===== config.mk =====
export PLATFORM = sky130hd
export DESIGN_NAME = mode_register
export DESIGN_NICKNAME = d
export VERILOG_FILES = /design/src/rtl/mode_register.sv
export SDC_FILE = /design/constraint.sdc
export NUM_CORES = 1
export LEC_CHECK = 0
export ABC_AREA = 1
export CORE_ASPECT_RATIO = 1.2
export CORE_MARGIN = 2
export CORE_UTILIZATION = 55
export CTS_CLUSTER_DIAMETER = 200
export DETAILED_ROUTE_END_ITERATION = 7
export GPL_TIMING_DRIVEN = 0
export PLACE_DENSITY = 0.93
export REMOVE_ABC_BUFFERS = 1
export SLEW_MARGIN = 20
export SYNTH_ARGS = -nofsm -noshare
export SYNTH_HDL_FRONTEND = slang
export SYNTH_SLANG_ARGS = --single-unit

===== constraint.sdc =====
create_clock -name clk -period 3.95 [get_ports clk]
set_input_delay 0.5925 -clock clk [delete_from_list [all_inputs] [get_ports clk]]
set_output_delay 0.5925 -clock clk [all_outputs]
set_load 0.05 [all_outputs]

===== src/rtl/mode_register.sv =====
// rtl/mode_register.sv - multi-mode register: load, inc/dec, shift left/right, fixed priority
// Optional MODE_REGISTER_SAT_EN: inc/dec saturate instead of rolling over.
module mode_register #(
  parameter int          WIDTH       = 16,
  parameter logic [63:0] RESET_VALUE = 64'd0
) (
  input  logic             clk,
  input  logic             reset,
  input  logic [WIDTH-1:0] in,
  input  logic             load,
  input  logic             inc,
  input  logic             dec,
  input  logic             shl,
  input  logic             shr,
  input  logic             serial_in,
  output logic [WIDTH-1:0] out,
  output logic             serial_out,
  output logic             zero,
  output logic             wrap
);

  localparam logic [WIDTH-1:0] RST_VAL = RESET_VALUE[WIDTH-1:0];
  localparam logic [WIDTH-1:0] ONE     = WIDTH'(1);

  logic [WIDTH-1:0] out_next;
  logic             serial_next;
  logic             wrap_next;
  logic             all_ones;
  logic             all_zero;

  assign all_ones = &out;
  assign all_zero = ~|out;
  assign zero     = all_zero;

  // Priority chain: each branch excludes every lower-priority request.
  always_comb begin
    out_next    = out;
    serial_next = serial_out;
    wrap_next   = 1'b0;
    if (load) begin
      out_next = in;
    end else if (inc) begin
      wrap_next = all_ones;
`ifdef MODE_REGISTER_SAT_EN
      out_next  = all_ones ? out : out + ONE;
`else
      out_next  = out + ONE;
`endif
    end else if (dec) begin
      wrap_next = all_zero;
`ifdef MODE_REGISTER_SAT_EN
      out_next  = all_zero ? out : out - ONE;
`else
      out_next  = out - ONE;
`endif
    end else if (shl) begin
      out_next    = {out[WIDTH-2:0], serial_in};
      serial_next = out[WIDTH-1];
    end else if (shr) begin
      out_next    = {serial_in, out[WIDTH-1:1]};
      serial_next = out[0];
    end
  end

  always_ff @(posedge clk) begin
    if (reset) begin
      out        <= RST_VAL;
      serial_out <= 1'b0;
      wrap       <= 1'b0;
    end else begin
      out        <= out_next;
      serial_out <= serial_next;
      wrap       <= wrap_next;
    end
  end

endmodule


==> out/qor.csv, run 1 <==
stage,metric,value,unit
final_layout,Antenna Cells,0,
sta,maximum clock rate,320,MHz
cts,number of buffers on the longest clock path,2,
power_and_ir_drop,maximum VDD drop,159,uV
die,I/O pins,43,
sta,Final Skew,8.10,ps
cts,buffer count from post-CTS setup fixing,0,
final_layout,share of final-layout standard cells stronger than drive strength 1,10.4,%
worst_setup_path,family with the most delay on the worst path,buffers and inverters,
sta,hold violation count in the final report,0,
cts,clock tree from TritonCTS,yes,
placement,PortBufs,42,
sta,final setup violation count,0,
sta,shortest clock period the worst path allows after layout,3130,ps
cts,maximum level of the CTS H-tree,1,
worst_setup_path,Stages on worst setup path,7,
worst_setup_path,CP arrival,2540,ps
die,Initial Util,56.4,%
synth,share of flip-flops with an asynchronous set or reset after synthesis,0,%
synth,part of the Yosys area used for sequential elements,16.3,%
worst_setup_path,worst path buffer plus inverter count,3,
sta,RSZ-0062 raised after global routing,no,
cts,cell chosen for the clock root,clkbuf_8,
global_route,global routing usage summed across all routing layers,31.1,%
sta,hold slack,551,ps
worst_setup_path,"slowest stage cell, crit path",clkdlybuf4s50_1,
final_layout,area occupied by registers,360,um^2
sta,Total Neg Setup Slack,0,ps
die,height of the chip,73.4,um
job,max-cap violations,0,
worst_setup_path,flop-to-flop setup slack,2080,ps
die,Core Region,3910,um^2
synth,flip-flop and latch count after synthesis,18,
power_and_ir_drop,Leakage Power,1.10,nW
worst_setup_path,critical path type,reg2out,
sta,Slew @ Worst Pin,815,ps
synth,synth top area cells,"dfxtp_1, nand2_1, o21ai_0",
global_route,initial antenna violation count,0,
global_route,vias in the first global route,2360,
worst_setup_path,worst path required time,3360,ps
worst_setup_path,CP Capture Type,primary output,
final_layout,Post-layout nets,424,
die,Die Footprint,4540,um^2
synth,post-synthesis instance total,375,
run_status,status,"finished, final reports clean",
cts,post-CTS clock slew at the launch and capture registers of the worst setup and hold paths,80,ps
final_layout,area used by multi-input combinational logic,1520,um^2
die,Die Width,61.8,um
global_route,largest net degree at the start of global routing,27,
cts,latest clock arrival within the worst-skew pair,260,ps
cts,CTS Buf Count,3,
worst_setup_path,critical register-to-register path endpoint,out[14]$_SDFFE_PP0P_,
final_layout,Non-Filler Instances,450,
worst_setup_path,launching point of the worst reg2reg path,out[0]$_SDFFE_PP0P_,
routing,Routed WL,6480,um
routing,average detailed-routed wire length per instance,14.4,um
synth,leading cell type by number of instances after synthesis,nand2_1,
routing,DRT Pass-1 Iters,5,
power_and_ir_drop,pwr dens,261,nW/um^2
routing,drc violations,0,
die,Cell Rows,25,
sta,share of the clock period used by the worst path after layout,79.2,%
worst_setup_path,longest individual stage delay on the worst path,840,ps
placement,Post-Place Cells,447,
sta,Final Slew Violations,0,
synth,mean cell area of the mapped netlist,5.88,um^2
routing,Vias,2534,
final_layout,"Area growth, synth to finish",16.5,%
synth,number of synthesized flops with an enable pin,0,
synth,top flip-flop cell by instance count after synthesis,dfxtp_1,
synth,post-synthesis instance area,2210,um^2
cts,TritonCTS Sinks,18,
worst_setup_path,most frequent cell on the critical path,inv_1,
synth,leading area contributor after synthesis,dfxtp_1,
global_route,wire length of the first global-routing pass,10800,um
final_layout,Fill cells,349,
global_route,"Remaining Overflow, GRT",0,
cts,quantity of gates resized following cts,0,
cts,number of hold buffers added after cts,0,
placement,GP Congestion,0.955,
routing,initial drt markers,168,
synth,top post-synthesis cells by count,"nand2_1, o21ai_0, a21oi_1, inv_1, nor2_1",
placement,sum of net half-perimeters after detailed placement,4680,um
routing,final antenna-violating net count,0,
sta,relative slew slack,45.5,%
final_layout,Util after Layout,65.7,%
worst_setup_path,CP endpoint,zero,
synth,Yosys Warn Count,0,
worst_setup_path,peak fanout along the critical path,5,
worst_setup_path,worst setup path startpoint,out[1]$_SDFFE_PP0P_,
worst_setup_path,Critical Path Start Type,flip-flop,
synth,top cell type's share of synthesized area,16.3,%
worst_hold_path,Tightest Hold Check Type,reg2reg,
synth,Netlist cell types,35,
routing,detail-routed via count per cell,5.63,
worst_setup_path,R2R cell count,10,
worst_setup_path,CP Cell Sequence,"inv_1, ha_1, inv_1, nor2_4, nand4_2, nor4_4, clkdlybuf4s50_1",
## cell families (layout without fill, tap and decap cells)
group / after synthesis / count (layout) / share of synthesized area, %
flip-flops: 18 / 18 / 16.3
buffers and inverters: 66 / 87 / 14.6
adder cells (fa/ha/maj): 2 / 2 / 1.13
AND/OR/NAND/NOR: 189 / 189 / 43.4
AO/OA/AOI/OAI: 96 / 96 / 22.9
XOR/XNOR: 4 / 4 / 1.59
## stage by stage
| stage | setup slack, ps | power, mW | instance area, um^2 |
|---|---|---|---|
| floorplan | 1470 | 0.429 | 2040 |
| global placement | 1110 | 0.527 | 2530 |
| detailed placement | 1110 | 0.531 | 2530 |
| CTS | 821 | 0.668 | 2570 |
| global route | 673 | 0.713 | 2570 |
| finish | 821 | 0.671 | 2570 |
## layout by cell type (no fill, tap or decap), types with 2 or more instances in the layout
master / n
a31oi_1: 2
dfxtp_1: 18
nor2_4: 11
inv_2: 8
ha_1: 2
o21ai_0: 44
o211ai_1: 2
or2_2: 2
nand3_1: 26
nand2_4: 2
o21ai_1: 6
xor2_1: 4
nand2_1: 94
nand3_4: 2
clkdlybuf4s50_1: 42
clkbuf_8: 3
a21oi_1: 37
nor2_1: 30
nor2_2: 4
o221ai_1: 2
inv_1: 34
nand4_1: 6
nand2_2: 4
nor3_1: 4
## worst reg2reg max path: stages (launching register included)
cell     delay [ps]
dfxtp_1         520
ha_1            280
nand3_2         130
nor2_1          230
nand3_1         110
nand2_1          70
nand3_1          70
nand2_1         150
nand2_1          60
nand2_1          80
a21oi_1          50
## where the power goes
part,total (mW),switching [mW],internal [mW]
Sequential,0.241,0.0457,0.195
Clock,0.139,0.0706,0.0680
Combinational,0.291,0.185,0.106
## layer usage
metal / global-route usage, % / vias to the layer above / share of wire, % / wire [um]
li1: - / 1268 / - / -
met1: 41.5 / 1130 / 41 / 2690
met2: 50.1 / 120 / 46 / 3010
met3: 3.35 / 16 / 9.1 / 589
met4: 12.8 / 0 / 3.0 / 195
met5: 0 / - / 0 / 0
## state kept, by name, summed over array words and instances, names as in the netlist
signal / flops
out: 16
serial_out: 1
wrap: 1
## final cells by class
class                           instances  area share, %
Timing Repair Buffer                   42           16.4
Inverter                               42           6.13
Clock buffer                            3           1.61
Multi-Input combinational cell        291           59.3
Tap cell                               54           2.63
Sequential cell                        18           14.0
## worst min path at each step
stage | to | from | slack [ps] | depth (start not counted)
after CTS | serial_out$_SDFFE_PP0P_ | serial_out$_SDFFE_PP0P_ | 560 | 2
after detailed placement | serial_out$_SDFFE_PP0P_ | serial_out$_SDFFE_PP0P_ | 550 | 2
after floorplan | out[14]$_SDFFE_PP0P_ | reset | 660 | 1
after global routing | serial_out$_SDFFE_PP0P_ | serial_out$_SDFFE_PP0P_ | 610 | 2
after global placement | serial_out$_SDFFE_PP0P_ | serial_out$_SDFFE_PP0P_ | 530 | 2
final | serial_out$_SDFFE_PP0P_ | serial_out$_SDFFE_PP0P_ | 550 | 2
Note: power is estimated with default switching activity, not from simulation.
==> run 2, diff against run 1 <==
CORE_UTILIZATION = 48   (was 55)
PLACE_DENSITY = 0.87   (was 0.93)
clock period = 2.75 ns   (was 3.95 ns; I/O delays follow)
==> out/qor.csv, run 2 (synthesis gave the netlist of run 1 again) <==
stage,metric,value,unit,change
worst_setup_path,CP arrival,2660,ps,+120 ps
run_status,status,"finished, final reports clean",,
final_layout,Non-Filler Instances,454,,+0.89%
routing,initial drt markers,162,,-3.6%
job,max-cap violations,0,,unchanged
worst_setup_path,R2R cell count,10,,unchanged
cts,post-CTS clock slew at the launch and capture registers of the worst setup and hold paths,80,ps,about the same
sta,Final Skew,5.34,ps,-2.76 ps
global_route,largest net degree at the start of global routing,27,,unchanged
final_layout,"commonest non-fill, non-tap cell in the layout",nand2_1,,
cts,maximum level of the CTS H-tree,1,,unchanged
sta,hold violation count in the final report,0,,unchanged
placement,PortBufs,42,,unchanged
sta,RSZ-0062 raised after global routing,no,,
sta,Final Slew Violations,0,,unchanged
global_route,global routing usage summed across all routing layers,27.3,%,-3.8 points
die,Die Footprint,5160,um^2,+14%
die,Core Region,4490,um^2,+15%
sta,maximum clock rate,401,MHz,
routing,drc violations,0,,unchanged
worst_setup_path,critical register-to-register path endpoint,out[14]$_SDFFE_PP0P_,,
worst_setup_path,flop-to-flop setup slack,890,ps,-1190 ps
power_and_ir_drop,pwr dens,377,nW/um^2,+44%
routing,Vias,2578,,+1.7%
sta,relative slew slack,40.1,%,-5.4 points
sta,shortest clock period the worst path allows after layout,2490,ps,
worst_setup_path,launching point of the worst reg2reg path,out[0]$_SDFFE_PP0P_,,
routing,Routed WL,6760,um,+4.3%
worst_setup_path,critical path type,in2reg,,
final_layout,"top library cells by usage in the layout, fill and taps aside","nand2_1, o21ai_0, clkdlybuf4s50_1",,
sta,Total Neg Setup Slack,0,ps,unchanged
cts,latest clock arrival within the worst-skew pair,270,ps,about the same
worst_hold_path,number of instances on the worst hold path,2,,unchanged
routing,average detailed-routed wire length per instance,14.9,um,+3.4%
placement,GP Congestion,0.951,,-0.42%
die,height of the chip,78.3,um,+6.7%
final_layout,Antenna Cells,0,,unchanged
placement,sum of net half-perimeters after detailed placement,4790,um,+2.5%
power_and_ir_drop,Leakage Power,1.10,nW,+0.11%
sta,final setup violation count,0,,unchanged
worst_hold_path,hold worst-path end,serial_out$_SDFFE_PP0P_,,
final_layout,Post-layout nets,424,,unchanged
final_layout,"Area growth, synth to finish",16.5,%,unchanged
routing,detail-routed via count per cell,5.68,,+0.84%
final_layout,area used by multi-input combinational logic,1520,um^2,unchanged
worst_setup_path,CP Capture Type,flip-flop,,
cts,buffer count from post-CTS setup fixing,0,,unchanged
final_layout,area occupied by registers,360,um^2,unchanged
die,Cell Rows,27,,+8.0%
global_route,initial antenna violation count,0,,unchanged
final_layout,share of final-layout standard cells stronger than drive strength 1,10.6,%,+0.25 points
global_route,vias in the first global route,2381,,+0.89%
final_layout,Fill cells,454,,+30%
final_layout,number of flip-flops in the largest register,16,,unchanged
worst_hold_path,critical hold path startpoint,serial_out$_SDFFE_PP0P_,,
final_layout,Util after Layout,57.2,%,-8.5 points
worst_setup_path,peak fanout along the critical path,26,,+21
cts,cell chosen for the clock root,clkbuf_8,,
die,Initial Util,49.1,%,-7.3 points
worst_setup_path,worst path required time,2910,ps,-450 ps
final_layout,largest register by flop count,out,,
cts,clock tree from TritonCTS,yes,,
worst_hold_path,Tightest Hold Check Type,reg2reg,,
sta,Slew @ Worst Pin,896,ps,+81.4 ps
global_route,"Remaining Overflow, GRT",0,,unchanged
global_route,wire length of the first global-routing pass,11100,um,+2.7%
cts,CTS Buf Count,3,,unchanged
die,I/O pins,43,,unchanged
placement,Post-Place Cells,451,,+0.89%
routing,DRT Pass-1 Iters,5,,unchanged
power_and_ir_drop,Pwr Total,969,uW,+44%
worst_setup_path,Critical Path Start Type,input port,,
cts,TritonCTS Sinks,18,,unchanged
die,Die Width,65.9,um,+6.6%
final_layout,top flop regs,"out: 16 flops, serial_out: 1 flops, wrap: 1 flops",,
routing,final antenna-violating net count,0,,unchanged
cts,number of buffers on the longest clock path,2,,unchanged
power_and_ir_drop,maximum VDD drop,239,uV,+50%
sta,share of the clock period used by the worst path after layout,90.7,%,
## run 2: changes by cell type in the layout (fill, tap and decap cells not counted), sizes merged
cell           before  now
clkbuf              3    4
clkdlybuf4s50      42   41
## run 2: where the power goes
group	leakage, nW	internal (mW)	total [mW]	switching [mW]
Combinational	0.929	0.152	0.419	0.267
Clock	0.0216	0.0979	0.204	0.106
Sequential	0.149	0.281	0.346	0.0652
## run 2: routing by layer
layer / part of all wire [%] / GRT usage (%) / wire (um) / vias up
li1: - / - / - / 1278
met2: 48 / 46.7 / 3260 / 122
met5: 0 / 0 / 0 / -
met1: 42 / 34.0 / 2810 / 1162
met4: 3.3 / 12.1 / 221 / 0
met3: 6.9 / 2.72 / 469 / 16
## run 2: cell type report
| type | count | share of cell area [%] |
|---|---|---|
| clock buffers | 3 | 1.61 |
| inverters | 42 | 6.13 |
| multi-input cells | 291 | 59.3 |
| flip-flops and latches | 18 | 14.0 |
| well taps | 58 | 2.82 |
| repair buffers | 42 | 16.2 |
## run 2: how the worst max path moves through the flow
stage | from | to
6_report | inc | out[0]$_SDFFE_PP0P_
5_1_grt | inc | out[0]$_SDFFE_PP0P_
4_1_cts | out[1]$_SDFFE_PP0P_ | zero
3_5_place_dp | inc | out[0]$_SDFFE_PP0P_
3_3_place_gp | inc | out[0]$_SDFFE_PP0P_
2_1_floorplan | out[1]$_SDFFE_PP0P_ | zero
## run 2: worst max-delay path: stages
cell and delay, ps:
clkdlybuf4s50_1 810, nor2_4 380, inv_2 140, nor2_2 140, nand2_2 320, inv_2 230, a21oi_1 80, o21ai_0 90
inv_1 50
## run 2: timing repair
action,4_1_cts,5_1_grt
endpoints found under the setup margin,1,1
gates resized for setup,1,2
endpoints found under the hold margin,0,0
pin swaps,0,0
cloned,0,0
hold buffers,0,0
## run 2: metrics by stage
stage                     worst slack [ps]  hold slack, ps  area (um^2)
final                                  255             553         2570
after global routing                  94.3             629         2570
after CTS                             51.1             564         2570
after detailed placement              55.9             551         2530
after global placement                68.7             531         2530
after floorplan                        449             482         2040
